File: config.mk
export PLATFORM = sky130hd
export DESIGN_NAME = lfsr_stream_decryptor_flat
export DESIGN_NICKNAME = d
export VERILOG_FILES = /design/src/rtl/lfsr_stream_decryptor_if.sv /design/src/rtl/lfsr_stream_decryptor.sv /design/src/flat_wrapper.sv
export SDC_FILE = /design/constraint.sdc
export NUM_CORES = 1
export LEC_CHECK = 0
export CAP_MARGIN = 20
export CORE_AREA = 8 8 125 104
export CTS_CLUSTER_DIAMETER = 80
export DETAILED_ROUTE_END_ITERATION = 8
export DIE_AREA = 0 0 133 112
export PLACE_DENSITY_LB_ADDON = 0.3
export SLEW_MARGIN = 10
export SYNTH_ARGS = -nofsm -noshare
export SYNTH_HDL_FRONTEND = slang
export SYNTH_SLANG_ARGS = --single-unit
File: constraint.sdc
create_clock -name clk -period 3.59 [get_ports clk]
set_input_delay 0.8975 -clock clk [delete_from_list [all_inputs] [get_ports clk]]
set_output_delay 0.8975 -clock clk [all_outputs]
set_load 0.02 [all_outputs]
File: src/rtl/lfsr_stream_decryptor_if.sv
// rtl/lfsr_stream_decryptor_if.sv - control and stream bundle for the LFSR stream decryptor
// Purpose: groups the start/done handshake, the cipher input stream, the
//          plaintext output stream and the result status of the decryptor.
// Signals: req/ack          start pulse / message complete
//          in_valid/in_ready/in_data     cipher stream {parity, cipher}
//          out_valid/out_ready/out_data  plaintext stream {err, plain-0x20}
//          pat_idx/no_match/out_cnt      discovery result and emitted count
// Modports: slave = decryptor side, master = environment side.

interface lfsr_stream_decryptor_if #(
    parameter int W    = 7,
    parameter int NPAT = 9
) ();
    localparam int PW = (NPAT > 1) ? $clog2(NPAT) : 1;

    logic          req;
    logic          ack;
    logic          in_valid;
    logic          in_ready;
    logic [W:0]    in_data;
    logic          out_valid;
    logic          out_ready;
    logic [W:0]    out_data;
    logic [PW-1:0] pat_idx;
    logic          no_match;
    logic [6:0]    out_cnt;

    modport slave (
        input  req, in_valid, in_data, out_ready,
        output ack, in_ready, out_valid, out_data, pat_idx, no_match, out_cnt
    );

    modport master (
        output req, in_valid, in_data, out_ready,
        input  ack, in_ready, out_valid, out_data, pat_idx, no_match, out_cnt
    );
endinterface

File: src/rtl/lfsr_stream_decryptor.sv
// rtl/lfsr_stream_decryptor.sv - LFSR tap/seed discovery and stream decryption engine
// Purpose: learns the LFSR seed and tap pattern from the all-space preamble of
//          an encrypted message, then decrypts the rest of the message,
//          stripping leading spaces and flagging parity errors.
// Ports:   clk     rising-edge clock
//          init_n  asynchronous active-low reset
//          bus     lfsr_stream_decryptor_if.slave (req/ack, cipher stream,
//                  plaintext stream, pat_idx/no_match/out_cnt status)

module lfsr_stream_decryptor #(
    parameter int               W         = 7,
    parameter int               NPAT      = 9,
    parameter logic [NPAT*W-1:0] TAPS     = {7'h60, 7'h48, 7'h78, 7'h72, 7'h6A,
                                             7'h69, 7'h5C, 7'h7E, 7'h7B},
    parameter int               PRE_MIN   = 10,
    parameter int               MAX_LEAD  = 24,
    parameter int               MSG_WORDS = 64,
    parameter int               PARITY_EN = 1
) (
    input logic                   clk,
    input logic                   init_n,
    lfsr_stream_decryptor_if.slave bus
);
    localparam int PW = (NPAT > 1) ? $clog2(NPAT) : 1;
    localparam int IW = $clog2(MSG_WORDS + 1);

    localparam logic [IW-1:0] C_PRE_LAST = IW'(PRE_MIN - 1);
    localparam logic [IW-1:0] C_MAX_LEAD = IW'(MAX_LEAD);
    localparam logic [IW-1:0] C_MSG      = IW'(MSG_WORDS);

    localparam logic [2:0] S_IDLE  = 3'd0;
    localparam logic [2:0] S_DISC  = 3'd1;
    localparam logic [2:0] S_STRIP = 3'd2;
    localparam logic [2:0] S_PASS  = 3'd3;
    localparam logic [2:0] S_DONE  = 3'd4;

    function automatic logic [W-1:0] f_next(input logic [W-1:0] s, input logic [W-1:0] t);
        return {s[W-2:0], ^(s & t)};
    endfunction

    logic [2:0]      r_state;
    logic [NPAT-1:0] r_survive;
    logic [W-1:0]    r_prev;
    logic [W-1:0]    r_lfsr;
    logic [W-1:0]    r_tap;
    logic [IW-1:0]   r_idx;
    logic            r_seed_zero;
    logic            r_out_valid;
    logic [W:0]      r_out_data;
    logic [PW-1:0]   r_pat_idx;
    logic            r_no_match;
    logic [6:0]      r_out_cnt;
    logic            r_ack;

    logic            w_in_ready;
    logic            w_xfer_in;
    logic            w_xfer_out;
    logic [W-1:0]    w_cipher;
    logic [W-1:0]    w_plain;
    logic            w_err;
    logic            w_drop;
    logic [NPAT-1:0] w_match;
    logic [NPAT-1:0] w_survive_nx;
    logic            w_found;
    logic [PW-1:0]   w_sel;
    logic [W-1:0]    w_sel_tap;

    assign w_cipher   = bus.in_data[W-1:0];
    assign w_plain    = w_cipher ^ r_lfsr;
    // Even parity over the whole word: any odd count of ones is an error.
    assign w_err      = (PARITY_EN != 0) && (^bus.in_data);
    assign w_xfer_in  = bus.in_valid && w_in_ready;
    assign w_xfer_out = r_out_valid && bus.out_ready;
    assign w_drop     = (r_state == S_STRIP) && (w_plain == '0) && !w_err
                        && (r_idx < C_MAX_LEAD);

    always_comb begin
        w_in_ready = 1'b0;
        case (r_state)
            S_DISC:          w_in_ready = 1'b1;
            // One-entry output register: accept only if it is empty or draining.
            S_STRIP, S_PASS: w_in_ready = (r_idx < C_MSG) && (!r_out_valid || bus.out_ready);
            default:         w_in_ready = 1'b0;
        endcase
    end

    // Every candidate predicts the next preamble word from the previous one.
    always_comb begin
        w_match = '0;
        for (int p = 0; p < NPAT; p++) begin
            w_match[p] = (f_next(r_prev, TAPS[(NPAT-1-p)*W +: W]) == w_cipher);
        end
    end

    assign w_survive_nx = r_survive & w_match;

    // Lowest-index survivor wins; scan downwards so the last hit is the lowest.
    always_comb begin
        w_found   = 1'b0;
        w_sel     = '0;
        w_sel_tap = '0;
        for (int p = NPAT - 1; p >= 0; p--) begin
            if (w_survive_nx[p]) begin
                w_found   = 1'b1;
                w_sel     = PW'(p);
                w_sel_tap = TAPS[(NPAT-1-p)*W +: W];
            end
        end
    end

    always_ff @(posedge clk or negedge init_n) begin
        if (!init_n) begin
            r_state     <= S_IDLE;
            r_survive   <= '1;
            r_prev      <= '0;
            r_lfsr      <= '0;
            r_tap       <= '0;
            r_idx       <= '0;
            r_seed_zero <= 1'b0;
            r_out_valid <= 1'b0;
            r_out_data  <= '0;
            r_pat_idx   <= '0;
            r_no_match  <= 1'b0;
            r_out_cnt   <= '0;
            r_ack       <= 1'b0;
        end else begin
            if (w_xfer_out) begin
                r_out_valid <= 1'b0;
                r_out_cnt   <= r_out_cnt + 7'd1;
            end
            case (r_state)
                S_IDLE, S_DONE: begin
                    if (bus.req) begin
                        r_idx       <= '0;
                        r_out_cnt   <= '0;
                        r_survive   <= '1;
                        r_ack       <= 1'b0;
                        r_no_match  <= 1'b0;
                        r_seed_zero <= 1'b0;
                        r_state     <= S_DISC;
                    end
                end
                S_DISC: begin
                    if (w_xfer_in) begin
                        r_prev <= w_cipher;
                        r_idx  <= r_idx + 1'b1;
                        if (r_idx == '0) begin
                            r_seed_zero <= (w_cipher == '0);
                        end else begin
                            r_survive <= w_survive_nx;
                            if (r_idx == C_PRE_LAST) begin
                                if (!w_found || r_seed_zero) begin
                                    r_no_match <= 1'b1;
                                    r_ack      <= 1'b1;
                                    r_state    <= S_DONE;
                                end else begin
                                    r_pat_idx <= w_sel;
                                    r_tap     <= w_sel_tap;
                                    r_lfsr    <= f_next(w_cipher, w_sel_tap);
                                    r_state   <= S_STRIP;
                                end
                            end
                        end
                    end
                end
                S_STRIP, S_PASS: begin
                    if (w_xfer_in) begin
                        r_idx  <= r_idx + 1'b1;
                        // Keystream advances on every accepted word, dropped or not.
                        r_lfsr <= f_next(r_lfsr, r_tap);
                        if (!w_drop) begin
                            r_out_valid <= 1'b1;
                            r_out_data  <= {w_err, w_plain};
                            r_state     <= S_PASS;
                        end
                    end else if ((r_idx == C_MSG) && !r_out_valid) begin
                        r_ack   <= 1'b1;
                        r_state <= S_DONE;
                    end
                end
                default: r_state <= S_IDLE;
            endcase
        end
    end

    assign bus.ack       = r_ack;
    assign bus.in_ready  = w_in_ready;
    assign bus.out_valid = r_out_valid;
    assign bus.out_data  = r_out_data;
    assign bus.pat_idx   = r_pat_idx;
    assign bus.no_match  = r_no_match;
    assign bus.out_cnt   = r_out_cnt;
endmodule

File: src/flat_wrapper.sv
// flat-port wrapper written by rule: the top's interface ports become plain ports
module lfsr_stream_decryptor_flat 
#(
    parameter int               W         = 7,
    parameter int               NPAT      = 9,
    parameter logic [NPAT*W-1:0] TAPS     = {7'h60, 7'h48, 7'h78, 7'h72, 7'h6A,
                                             7'h69, 7'h5C, 7'h7E, 7'h7B},
    parameter int               PRE_MIN   = 10,
    parameter int               MAX_LEAD  = 24,
    parameter int               MSG_WORDS = 64,
    parameter int               PARITY_EN = 1
)
  (clk, init_n, bus_req, bus_in_valid, bus_in_data, bus_out_ready, bus_ack, bus_in_ready, bus_out_valid, bus_out_data, bus_pat_idx, bus_no_match, bus_out_cnt);
  lfsr_stream_decryptor_if #(.W(W), .NPAT(NPAT)) bus_i ();
  input logic clk;
  input logic init_n;
  input wire logic [$bits(bus_i.req)-1:0] bus_req;
  input wire logic [$bits(bus_i.in_valid)-1:0] bus_in_valid;
  input wire logic [$bits(bus_i.in_data)-1:0] bus_in_data;
  input wire logic [$bits(bus_i.out_ready)-1:0] bus_out_ready;
  output wire logic [$bits(bus_i.ack)-1:0] bus_ack;
  output wire logic [$bits(bus_i.in_ready)-1:0] bus_in_ready;
  output wire logic [$bits(bus_i.out_valid)-1:0] bus_out_valid;
  output wire logic [$bits(bus_i.out_data)-1:0] bus_out_data;
  output wire logic [$bits(bus_i.pat_idx)-1:0] bus_pat_idx;
  output wire logic [$bits(bus_i.no_match)-1:0] bus_no_match;
  output wire logic [$bits(bus_i.out_cnt)-1:0] bus_out_cnt;
  assign bus_i.req = bus_req;
  assign bus_i.in_valid = bus_in_valid;
  assign bus_i.in_data = bus_in_data;
  assign bus_i.out_ready = bus_out_ready;
  assign bus_ack = bus_i.ack;
  assign bus_in_ready = bus_i.in_ready;
  assign bus_out_valid = bus_i.out_valid;
  assign bus_out_data = bus_i.out_data;
  assign bus_pat_idx = bus_i.pat_idx;
  assign bus_no_match = bus_i.no_match;
  assign bus_out_cnt = bus_i.out_cnt;
  lfsr_stream_decryptor #(.W(W), .NPAT(NPAT), .TAPS(TAPS), .PRE_MIN(PRE_MIN), .MAX_LEAD(MAX_LEAD), .MSG_WORDS(MSG_WORDS), .PARITY_EN(PARITY_EN)) u_core (.clk(clk), .init_n(init_n), .bus(bus_i));
endmodule
# Yosys cells after proc, flatten, opt, wreduce, memory -nomap -nowiden
# Index checks and enable logic that the tools add are counted.
dict set report totals {
  regBits 63
  input_bits 13
  output_inout_bits 23
  elab_cells 166
}
dict set report classes {
  addsub 2
  order_cmp 2
  n_eq_ne 28
  muxes 69
  n_bitwise 7
  reduce_logical 45
}
# cell n
set ops {}
lappend ops {{two-way mux 7 bit} 19}
lappend ops {{XOR reduction 7 bit} 11}
lappend ops {{equality test 7 bit} 9}
lappend ops {{two-way mux 4 bit} 9}
lappend ops {{one-hot mux 7 bit (2 select lines)} 2}
lappend ops {{two-way mux 9 bit} 3}
lappend ops {{two-way mux 3 bit} 8}
lappend ops {{two-way mux 1 bit} 22}
lappend ops {{zero test 7 bit} 3}
lappend ops {{one-hot mux 9 bit (2 select lines)} 1}
lappend ops {{AND reduction 6 bit} 3}
lappend ops {{adder 7 x 1 -> 7 bit (second input constant)} 2}
lappend ops {{bitwise AND 7 bit} 2}
lappend ops {{inequality test 2 x 1 -> 1 bit (second input constant)} 7}
lappend ops {{bitwise AND 9 bit} 1}
lappend ops {{one-hot mux 3 bit (3 select lines)} 1}
lappend ops {{inequality test 2 bit (second input constant)} 4}
lappend ops {{AND reduction 4 bit} 2}
lappend ops {{AND reduction 8 bit} 1}
lappend ops {{XOR reduction 8 bit} 1}
lappend ops {{equality test 7 x 4 -> 1 bit (second input constant)} 1}
lappend ops {{equality test 7 bit (second input constant)} 1}
lappend ops {{logical AND 1 bit} 7}
lappend ops {{< comparator 7 x 5 -> 1 bit (second input constant)} 1}
lappend ops {{other kinds (20)} 32}

# Longest topological paths before layout
# Gate-level depths: netlist (run 1).
dict set report logic_depth {
  ltp_word 19
  ltp_mapped 11
  ltp_nobuf 10
}

# Worst setup path after synthesis (run 1)
# No wires, ideal clock.
dict set report synth_timing {
  path_kind {input-to-reg}
  startpoint {input port bus_in_data[0]}
  endpoint {register u_core.r_lfsr[0]}
  setup_time_ns 0.129
  arrival_ns 3.152
  required_ns 3.461
  slack_ns 0.309
  cell_stages 10
  path_buffers 2
  path_cell_list {clkbuf_1 xor3_2 xnor3_1 nand2b_4 nand4_2 o21ai_2 or2_4 a2111oi_4 buf_6 a31oi_2}
}
dict set report synth_via {
  elab_chain_cells 18
  elab_cells_between_ends 39
  classes_between {eq/ne: 10; mux: 23; bitwise: 2; reduce/logical: 4}
}
# item line
set synth_lines {}
lappend synth_lines {{start: declaration} flat_wrapper.sv:19} ;# input wire logic [$bits(bus_i.in_data)-1:0] bus_in_data;
lappend synth_lines {{equality test 7 bit} lfsr_stream_decryptor.sv:91} ;# w_match[p] = (f_next(r_prev, TAPS[(NPAT-1-p)*W +: W]) == w_cipher);
lappend synth_lines {{bitwise AND 9 bit} lfsr_stream_decryptor.sv:95} ;# assign w_survive_nx = r_survive & w_match;
lappend synth_lines {{two-way mux 7 bit (9 in a row)} lfsr_stream_decryptor.sv:103} ;# if (w_survive_nx[p]) begin
lappend synth_lines {{bitwise AND 7 bit} lfsr_stream_decryptor.sv:38} ;# return {s[W-2:0], ^(s & t)};
lappend synth_lines {{XOR reduction 7 bit} lfsr_stream_decryptor.sv:38}
lappend synth_lines {{two-way mux 7 bit} lfsr_stream_decryptor.sv:152} ;# if (!w_found || r_seed_zero) begin
lappend synth_lines {{two-way mux 7 bit} lfsr_stream_decryptor.sv:151} ;# if (r_idx == C_PRE_LAST) begin
lappend synth_lines {{two-way mux 7 bit} lfsr_stream_decryptor.sv:147} ;# if (r_idx == '0) begin
lappend synth_lines {{two-way mux 7 bit} lfsr_stream_decryptor.sv:144} ;# if (w_xfer_in) begin
lappend synth_lines {{one-hot mux 7 bit (2 select lines)} lfsr_stream_decryptor.sv:131} ;# case (r_state)
lappend synth_lines {{end signal: assignment} lfsr_stream_decryptor.sv:159} ;# r_lfsr <= f_next(w_cipher, w_sel_tap);
lappend synth_lines {{end signal: assignment} lfsr_stream_decryptor.sv:170} ;# r_lfsr <= f_next(r_lfsr, r_tap);
lappend synth_lines {{end: declaration} lfsr_stream_decryptor.sv:44} ;# logic [W-1:0] r_lfsr;
# Several ways; a longest one is shown, not always the timed one. The select of a mux whose other input is x is not followed.
# A chain may end at the register's enable or synchronous reset.

# Worst setup path in the final report (run 1)
dict set report layout_timing {
  startpoint {input port bus_out_ready}
  endpoint {output port bus_in_ready}
}
dict set report layout_via {
  elab_chain_cells 3
}
# item line
set layout_lines {}
lappend layout_lines {{start: declaration} flat_wrapper.sv:20} ;# input wire logic [$bits(bus_i.out_ready)-1:0] bus_out_ready;
lappend layout_lines {{logical OR 1 bit} lfsr_stream_decryptor.sv:82} ;# S_STRIP, S_PASS: w_in_ready = (r_idx < C_MSG) && (!r_out_valid || bus.out_ready);
lappend layout_lines {{logical AND 1 bit} lfsr_stream_decryptor.sv:82}
lappend layout_lines {{one-hot mux 1 bit (2 select lines)} lfsr_stream_decryptor.sv:79} ;# case (r_state)
lappend layout_lines {{end: declaration} flat_wrapper.sv:22} ;# output wire logic [$bits(bus_i.in_ready)-1:0] bus_in_ready;
# No other way between the ends.

==> out/summary.txt, run 1 <==
Outcome = completed
Mean post-synth cell area = 9.72 um^2
Max Fclk = 290 MHz
Post-CTS sizing = 0
Worst relative slew slack = 0.463
Unrepaired setup endpoints after global routing = false
CP Capture Type = primary output
Max Slew Vio Count = 0
Via density = 4.88
Hold Path Origin = u_core.r_tap[6]
CP Cell Sequence = clkdlybuf4s50_1, nor2b_1, or3_1, nand2_1, clkdlybuf4s50_1
Initial core utilization = 0.346
Crit path arrival time = 2.55 ns
TritonCTS clock tree = yes
Hold Fails Final Rpt = 0
Clk sinks = 63
Drt wl/cell = 16.2 um
Req. time, crit path = 2.69 ns
Largest net degree at the start of global routing = 26
Worst VDD drop = 437 uV
Layout area overhead = 29.1%
Clock slew at reported path FFs = 0.05 ns
Slowest CP cell = clkdlybuf4s50_1
Total CTS buffers = 9
Power Dens Cells = 1020 nW/um^2
Die height = 112 um
Setup Fix Bufs, Post-CTS = 0
Layout Nets = 495
Post-synth EDFFs = 0
Unique masters post-synth = 64
#FFs+latches synth = 63
Post-Syn Instances = 394
Vias in the first global route = 3,213
Drt drc = 0
Min-Delay Path Class = reg -> reg
Post-synth ARST share = 1.00
Min-Delay Endpoint = u_core.r_tap[6]
Flop-to-flop setup slack = 0.53 ns
Hold WS = 0.485 ns
Clk buf depth = 2
H-tree depth = 3
HPWL Detailed = 7.93 mm
Antenna violations before repair = 0
LEAKAGE = 2.22 nW
Clock period minus worst slack = 3.45 ns
Top-area cell type share of the netlist area = 0.353
Vias = 3,067
Maxcap violations = 0
Max FO, Critical Path = 3
Clk_lat worst skew = 0.33 ns
Final setup violation count = 0
Total track usage = 0.143
Synth area leaders = dfrtp_1, dfstp_2, xnor2_1
# rows = 35
Layout cells sized above 1 = 0.219
Reg-to-reg endpoint = u_core.r_lfsr[0]
Antenna Diode Count = 0
Register area share after synthesis = 0.415
YS warnings = 0
Largest area contributor in the netlist = dfrtp_1
Worst Skew = 0.00588 ns
Drt first pass iters = 4
Setup crit start kind = input port
Hold_buf cts = 0
Die X-Extent = 133 um
CP max stage delay = 0.62 ns
R2r worst-path depth = 9
Worst Tran Pin Value = 0.804 ns
Min-Delay Path Depth = 1
Top_reg_cell synth = dfrtp_1
Detail Route Antenna Nets = 0
Starting DRT DRC Count = 193
Final Util = 0.446
First-pass GRT wire length = 17.1 mm
Tcrit/Tclk final = 0.960
Drt total wl = 10.2 mm
Placer Congestion = 0.922
WS Path Type = in -> out
Count of input and output buffers = 35
Die area = 14,900 um^2
Area of the core = 11,100 um^2
Syn_nets = 414
Global route overflow = 0
I/O pin count = 36
Most frequent CP cell = clkdlybuf4s50_1
Root Buffer = clkbuf_16
Reg2reg start = u_core.r_prev[5]
Mapped cell area = 3830 um^2
cell usage after synthesis, types with 3 or more instances:
master and instances:
dfrtp_1 54, nand2_1 49, nor2_1 42, a21oi_1 28
xnor2_1 22, xor2_1 20, inv_1 18, mux2_2 12
o21ai_0 12, clkbuf_1 11, dfstp_2 9, xnor3_1 8
ha_1 7, nand2b_1 7, o31ai_1 7, nand3_1 6
nand4_1 5, nor2b_1 5, and3_1 4, a211oi_1 3
a21oi_2 3, a31oi_1 3, and2_1 3, nor2_2 3
nor3_1 3, o2111ai_1 3, o211ai_1 3, o41ai_1 3
cell families (layout without fill, tap and decap cells):
family | Yosys count | in the layout | share of synthesized area
simple gates | 142 | 142 | 0.182
compound gates | 82 | 82 | 0.145
flops | 63 | 63 | 0.415
xor+xnor | 52 | 52 | 0.156
buf+inv | 33 | 119 | 0.0359
mux | 15 | 15 | 0.0434
fa+ha+maj | 7 | 7 | 0.0229
per-stage QoR:
step	power (mW)	cell area (um^2)	std cells	setup WS [ns]	setup TNS (ns)
2_1_floorplan	2.96	3830	394	0.309	0
3_3_place_gp	4.18	4670	612	-0.121	-0.719
3_5_place_dp	4.22	4670	612	-0.163	-1.25
4_1_cts	5.07	4940	628	0.143	0
5_1_grt	5.41	4940	628	0.0160	0
6_report	5.07	4940	628	0.142	0
critical path, delay by kind of cell:
| family | cells | cell delay [ns] |
|---|---|---|
| buffers and inverters | 2 | 1.12 |
| AND/OR/NAND/NOR | 3 | 0.53 |
how the worst max path moves through the flow:
stage / startpoint / end / cells past startpoint
after floorplan: bus_in_data[0] / u_core.r_lfsr[0] / 10
after global placement: bus_in_data[0] / u_core.r_lfsr[0] / 11
after detailed placement: bus_in_data[0] / u_core.r_lfsr[0] / 13
after CTS: bus_out_ready / bus_in_ready / 5
after global routing: bus_in_data[0] / u_core.r_tap[4] / 12
final: bus_out_ready / bus_in_ready / 5
cell type report:
class / count / area [um^2]
Sequential cell: 63 / 1590
Multi-Input combinational cell: 298 / 2100
Clock inverter: 3 / 17.5
Inverter: 18 / 67.6
Fill cell: 1050 / 6140
Clock buffer: 13 / 260
Tap cell: 148 / 185
Timing Repair Buffer: 85 / 721
layer usage:
metal  GRT usage  up-vias  routed length (um)
li1            -     1522                   -
met3      0.0351        9                 466
met5           0        -                   0
met4      0.0468        0                 148
met1       0.193     1482                4960
met2       0.218       54                4610
power by group:
part           internal (mW)  total [mW]  switching, mW  leakage (nW)
clock network          0.503       0.814          0.311         0.136
logic                   1.52        3.05           1.53          1.29
registers              0.951        1.20          0.246         0.797
total                   2.97        5.07           2.09          2.22
registers in the layout, indices dropped and copies added (netlist names), 3 cells and up:
signal,flops
u_core.r_survive,9
u_core.r_idx,7
u_core.r_tap,7
u_core.r_prev,7
u_core.bus.out_data,8
u_core.r_state,3
u_core.bus.pat_idx,4
u_core.r_lfsr,7
u_core.bus.out_cnt,7
cell usage in the layout, fill, tap and decap left out, types with 2 or more instances in the layout:
master | netlist | layout
clkbuf_16 | 0 | 9
mux2i_1 | 2 | 2
nand4_1 | 5 | 5
a21oi_1 | 28 | 28
xnor2_1 | 22 | 22
dfrtp_1 | 54 | 54
a31oi_1 | 3 | 3
inv_1 | 18 | 18
and2_1 | 3 | 3
nor3_1 | 3 | 3
buf_4 | 1 | 50
a211oi_1 | 3 | 3
o41ai_1 | 3 | 3
o211ai_1 | 3 | 3
nand3_1 | 6 | 6
dfstp_2 | 9 | 9
a21oi_2 | 3 | 3
o21ai_0 | 12 | 12
a2bb2oi_1 | 2 | 2
clkdlybuf4s50_1 | 0 | 34
clkbuf_8 | 0 | 2
nor2_2 | 3 | 3
nor2b_1 | 5 | 5
nor2_1 | 42 | 42
clkinv_2 | 0 | 2
mux2_2 | 12 | 12
nand2b_1 | 7 | 7
ha_1 | 7 | 7
xnor3_1 | 8 | 8
xor2_1 | 20 | 20
nand2_1 | 49 | 49
o31ai_1 | 7 | 7
clkbuf_1 | 11 | 2
and3_1 | 4 | 4
o22ai_1 | 2 | 2
o2111ai_1 | 3 | 3
o21ai_1 | 2 | 2
(Power assumes the default switching activity.)
==> inputs of run 2 (changes only) <==
--- a/config.mk
+++ b/config.mk
@@ -11,6 +11,7 @@
 export DETAILED_ROUTE_END_ITERATION = 8
 export DIE_AREA = 0 0 133 112
 export PLACE_DENSITY_LB_ADDON = 0.3
+export SKIP_LAST_GASP = 1
 export SLEW_MARGIN = 10
 export SYNTH_ARGS = -nofsm -noshare
 export SYNTH_HDL_FRONTEND = slang
==> results of run 2 <==
Same layout as run 1: the final DEF is identical, and so are final timing and power.
==> inputs of run 3 (changes only) <==
--- a/config.mk
+++ b/config.mk
@@ -6,10 +6,11 @@
 export NUM_CORES = 1
 export LEC_CHECK = 0
 export CAP_MARGIN = 20
-export CORE_AREA = 8 8 125 104
+export CORE_AREA = 2 2 119 98
 export CTS_CLUSTER_DIAMETER = 80
 export DETAILED_ROUTE_END_ITERATION = 8
-export DIE_AREA = 0 0 133 112
+export DIE_AREA = 0 0 121 100
+export MAX_ROUTING_LAYER = met4
 export PLACE_DENSITY_LB_ADDON = 0.3
 export SKIP_LAST_GASP = 1
 export SLEW_MARGIN = 10
==> out/summary.txt, run 3 (same netlist as run 1, synthesis figures left out) <==
Vias in the first global route = 3,089 (-3.9%)
Worst VDD drop = 497 uV (+14%)
Final setup margin = 0.171 ns (+0.0296 ns)
Detail Route Antenna Nets = 0 (unchanged)
Min-Delay Path Class = reg -> reg
Slowest CP cell = clkdlybuf4s50_1
Crit path arrival time = 2.52 ns (-0.03 ns)
LEAKAGE = 2.25 nW (+1.6%)
First-pass GRT wire length = 16.3 mm (-4.6%)
Area of the core = 11,100 um^2 (unchanged)
Area occupied by multi-input gates = 2110 um^2 (+0.30%)
R2r worst-path depth = 10 (+1)
Total CTS buffers = 9 (unchanged)
Drt total wl = 9.78 mm (-4.0%)
HPWL Detailed = 7.53 mm (-5.1%)
Clock slew at reported path FFs = 0.05 ns (about the same)
Comb power frac = 0.619 (+0.016)
Outcome = completed
Max Slew Vio Count = 0 (unchanged)
Clk_lat worst skew = 0.33 ns (about the same)
Starting DRT DRC Count = 151 (-22%)
WS Path Type = in -> out
Min-Delay Path Depth = 2 (+1)
Most frequent cells in the layout = dfrtp_1, buf_4, nand2_1
Max reg flops = 9 (unchanged)
Sequential share of power = 0.225 (-0.011)
Total track usage = 0.180 (+0.0375)
CP Cell Sequence = clkdlybuf4s50_1, nor2b_1, or3_1, nand2_1, clkdlybuf4s50_1
Layout cells sized above 1 = 0.227 (+0.00786)
Max FO, Critical Path = 3 (unchanged)
Tcrit/Tclk final = 0.952 (-0.00823)
Clk buf depth = 2 (unchanged)
FILL cells = 1,035 (-1.4%)
Die X-Extent = 121 um (-9.0%)
Root Buffer = clkbuf_16
Largest register by flop count = u_core.r_survive
Largest net degree at the start of global routing = 34 (+31%)
Drt wl/cell = 15.6 um (-4.1%)
Antenna violations before repair = 0 (unchanged)
Hold Fails Final Rpt = 0 (unchanged)
Die height = 100 um (-11%)
Drt first pass iters = 4 (unchanged)
Placer Congestion = 0.905 (-1.8%)
Switching part of the total = 0.399 (-0.0143)
I/O pin count = 36 (unchanged)
CP max stage delay = 0.61 ns (about the same)
Via density = 4.92 (+0.75%)
H-tree depth = 3 (unchanged)
WP depth = 5 (unchanged)
TritonCTS clock tree = yes
Sequential cell area = 1590 um^2 (unchanged)
Layout Nets = 497 (+0.40%)
Psw = 2.11 mW (+0.94%)
Final setup TNS = 0 ns (unchanged)
Worst Skew = 0.00655 ns (+0.000673 ns)
Crit path max-delay family = buffers and inverters
Unrepaired setup endpoints after global routing = false
Antenna Diode Count = 0 (unchanged)
Req. time, crit path = 2.69 ns (about the same)
Die area = 12,100 um^2 (-19%)
# rows = 35 (unchanged)
Vias = 3,095 (+0.91%)
Global route overflow = 0 (unchanged)
Count of input and output buffers = 35 (unchanged)
Setup Fix Bufs, Post-CTS = 0 (unchanged)
Layout area overhead = 30.5%
Maxcap violations = 0 (unchanged)
Worst Tran Pin Value = 0.819 ns (+0.0158 ns)
Power Internal = 3.19 mW (+7.1%)
Clock period minus worst slack = 3.42 ns (-0.0296 ns)
Setup Slack @ Placement = -0.257 ns (-0.0946 ns)
Worst relative slew slack = 0.453 (-0.0105)
Buf+Inv Stages, Crit Path = 2 (unchanged)
Most common cell after layout, fill and taps aside = dfrtp_1
CP Capture Type = primary output
Setup crit start kind = input port
Hold WS = 0.469 ns (-0.0152 ns)
Final setup violation count = 0 (unchanged)
Clock power frac = 0.156 (-0.005)
Drt drc = 0 (unchanged)
Power Dens Cells = 1060 nW/um^2 (+3.4%)
Initial core utilization = 0.346 (unchanged)
Max Fclk = 293 MHz (+0.86%)
Clk sinks = 63 (unchanged)
Most frequent CP cell = clkdlybuf4s50_1
-- run 3: changes by cell type in the layout (fill, tap and decap cells not counted), sizes merged --
cell,previous run,this run
buf,51,53
clkbuf,13,12
clkdlybuf4s50,34,33
dlymetal6s2s,0,1
-- run 3: metal layers --
layer,vias to the layer above,GRT usage,part of all wire
met1,1473,0.254,0.51
met3,17,0.0352,0.041
met2,72,0.255,0.43
met5,-,-,0
li1,1533,-,-
met4,0,0.0680,0.022
-- run 3: final timing paths --
| check | startpoint | to | slack [ns] |
|---|---|---|---|
| hold / removal | u_core.bus.pat_idx[2] | u_core.bus.pat_idx[2] | 0.47 |
| setup reg to reg | u_core.r_prev[3] | u_core.r_lfsr[0] | 0.51 |
| max in group asynchronous | init_n | u_core.r_tap[1] | 2.33 |
| hold reg to reg | u_core.bus.pat_idx[2] | u_core.bus.pat_idx[2] | 0.47 |
| setup / recovery | bus_out_ready | bus_in_ready | 0.17 |
| min in group asynchronous | init_n | u_core.bus.out_cnt[3] | 0.62 |
-- run 3: what timing repair did --
action / 4_1_cts / 5_1_grt
gates resized for setup: 0 / 2
endpoints found under the hold margin: 0 / 0
hold buffers: 0 / 0
setup endpoints to repair: 0 / 6
-- run 3: worst min-delay path, delay by kind of cell, from the launching register on --
| family | cells | cell delay [ns] |
|---|---|---|
| AO/OA/AOI/OAI | 1 | 0.05 |
| flip-flops | 1 | 0.33 |
| AND/OR/NAND/NOR | 1 | 0.05 |
-- run 3: cell type report --
type	instances	area share
multi-input cells	298	0.422
flip-flops and latches	63	0.318
repair buffers	87	0.153
clock buffers	12	0.0533
well taps	148	0.0370
inverters	18	0.0135
clock inverters	3	0.00350
-- run 3: stage by stage --
stage | std cells | power, mW | area, um^2 | util
CTS | 629 | 5.26 | 4990 | 0.450
detailed placement | 614 | 4.40 | 4710 | 0.425
global placement | 614 | 4.40 | 4710 | 0.425
global route | 629 | 5.65 | 5000 | 0.451
floorplan | 394 | 2.96 | 3830 | -
finish | 629 | 5.30 | 5000 | 0.451
-- run 3: power groups by stage --
stage	Combinational [mW]	Clock, mW	Sequential, mW
3_3_place_gp	3.20	0	1.19
5_1_grt	3.55	0.877	1.23
6_report	3.28	0.825	1.19
3_5_place_dp	3.20	0	1.20
2_1_floorplan	1.79	0	1.16
4_1_cts	3.22	0.846	1.19
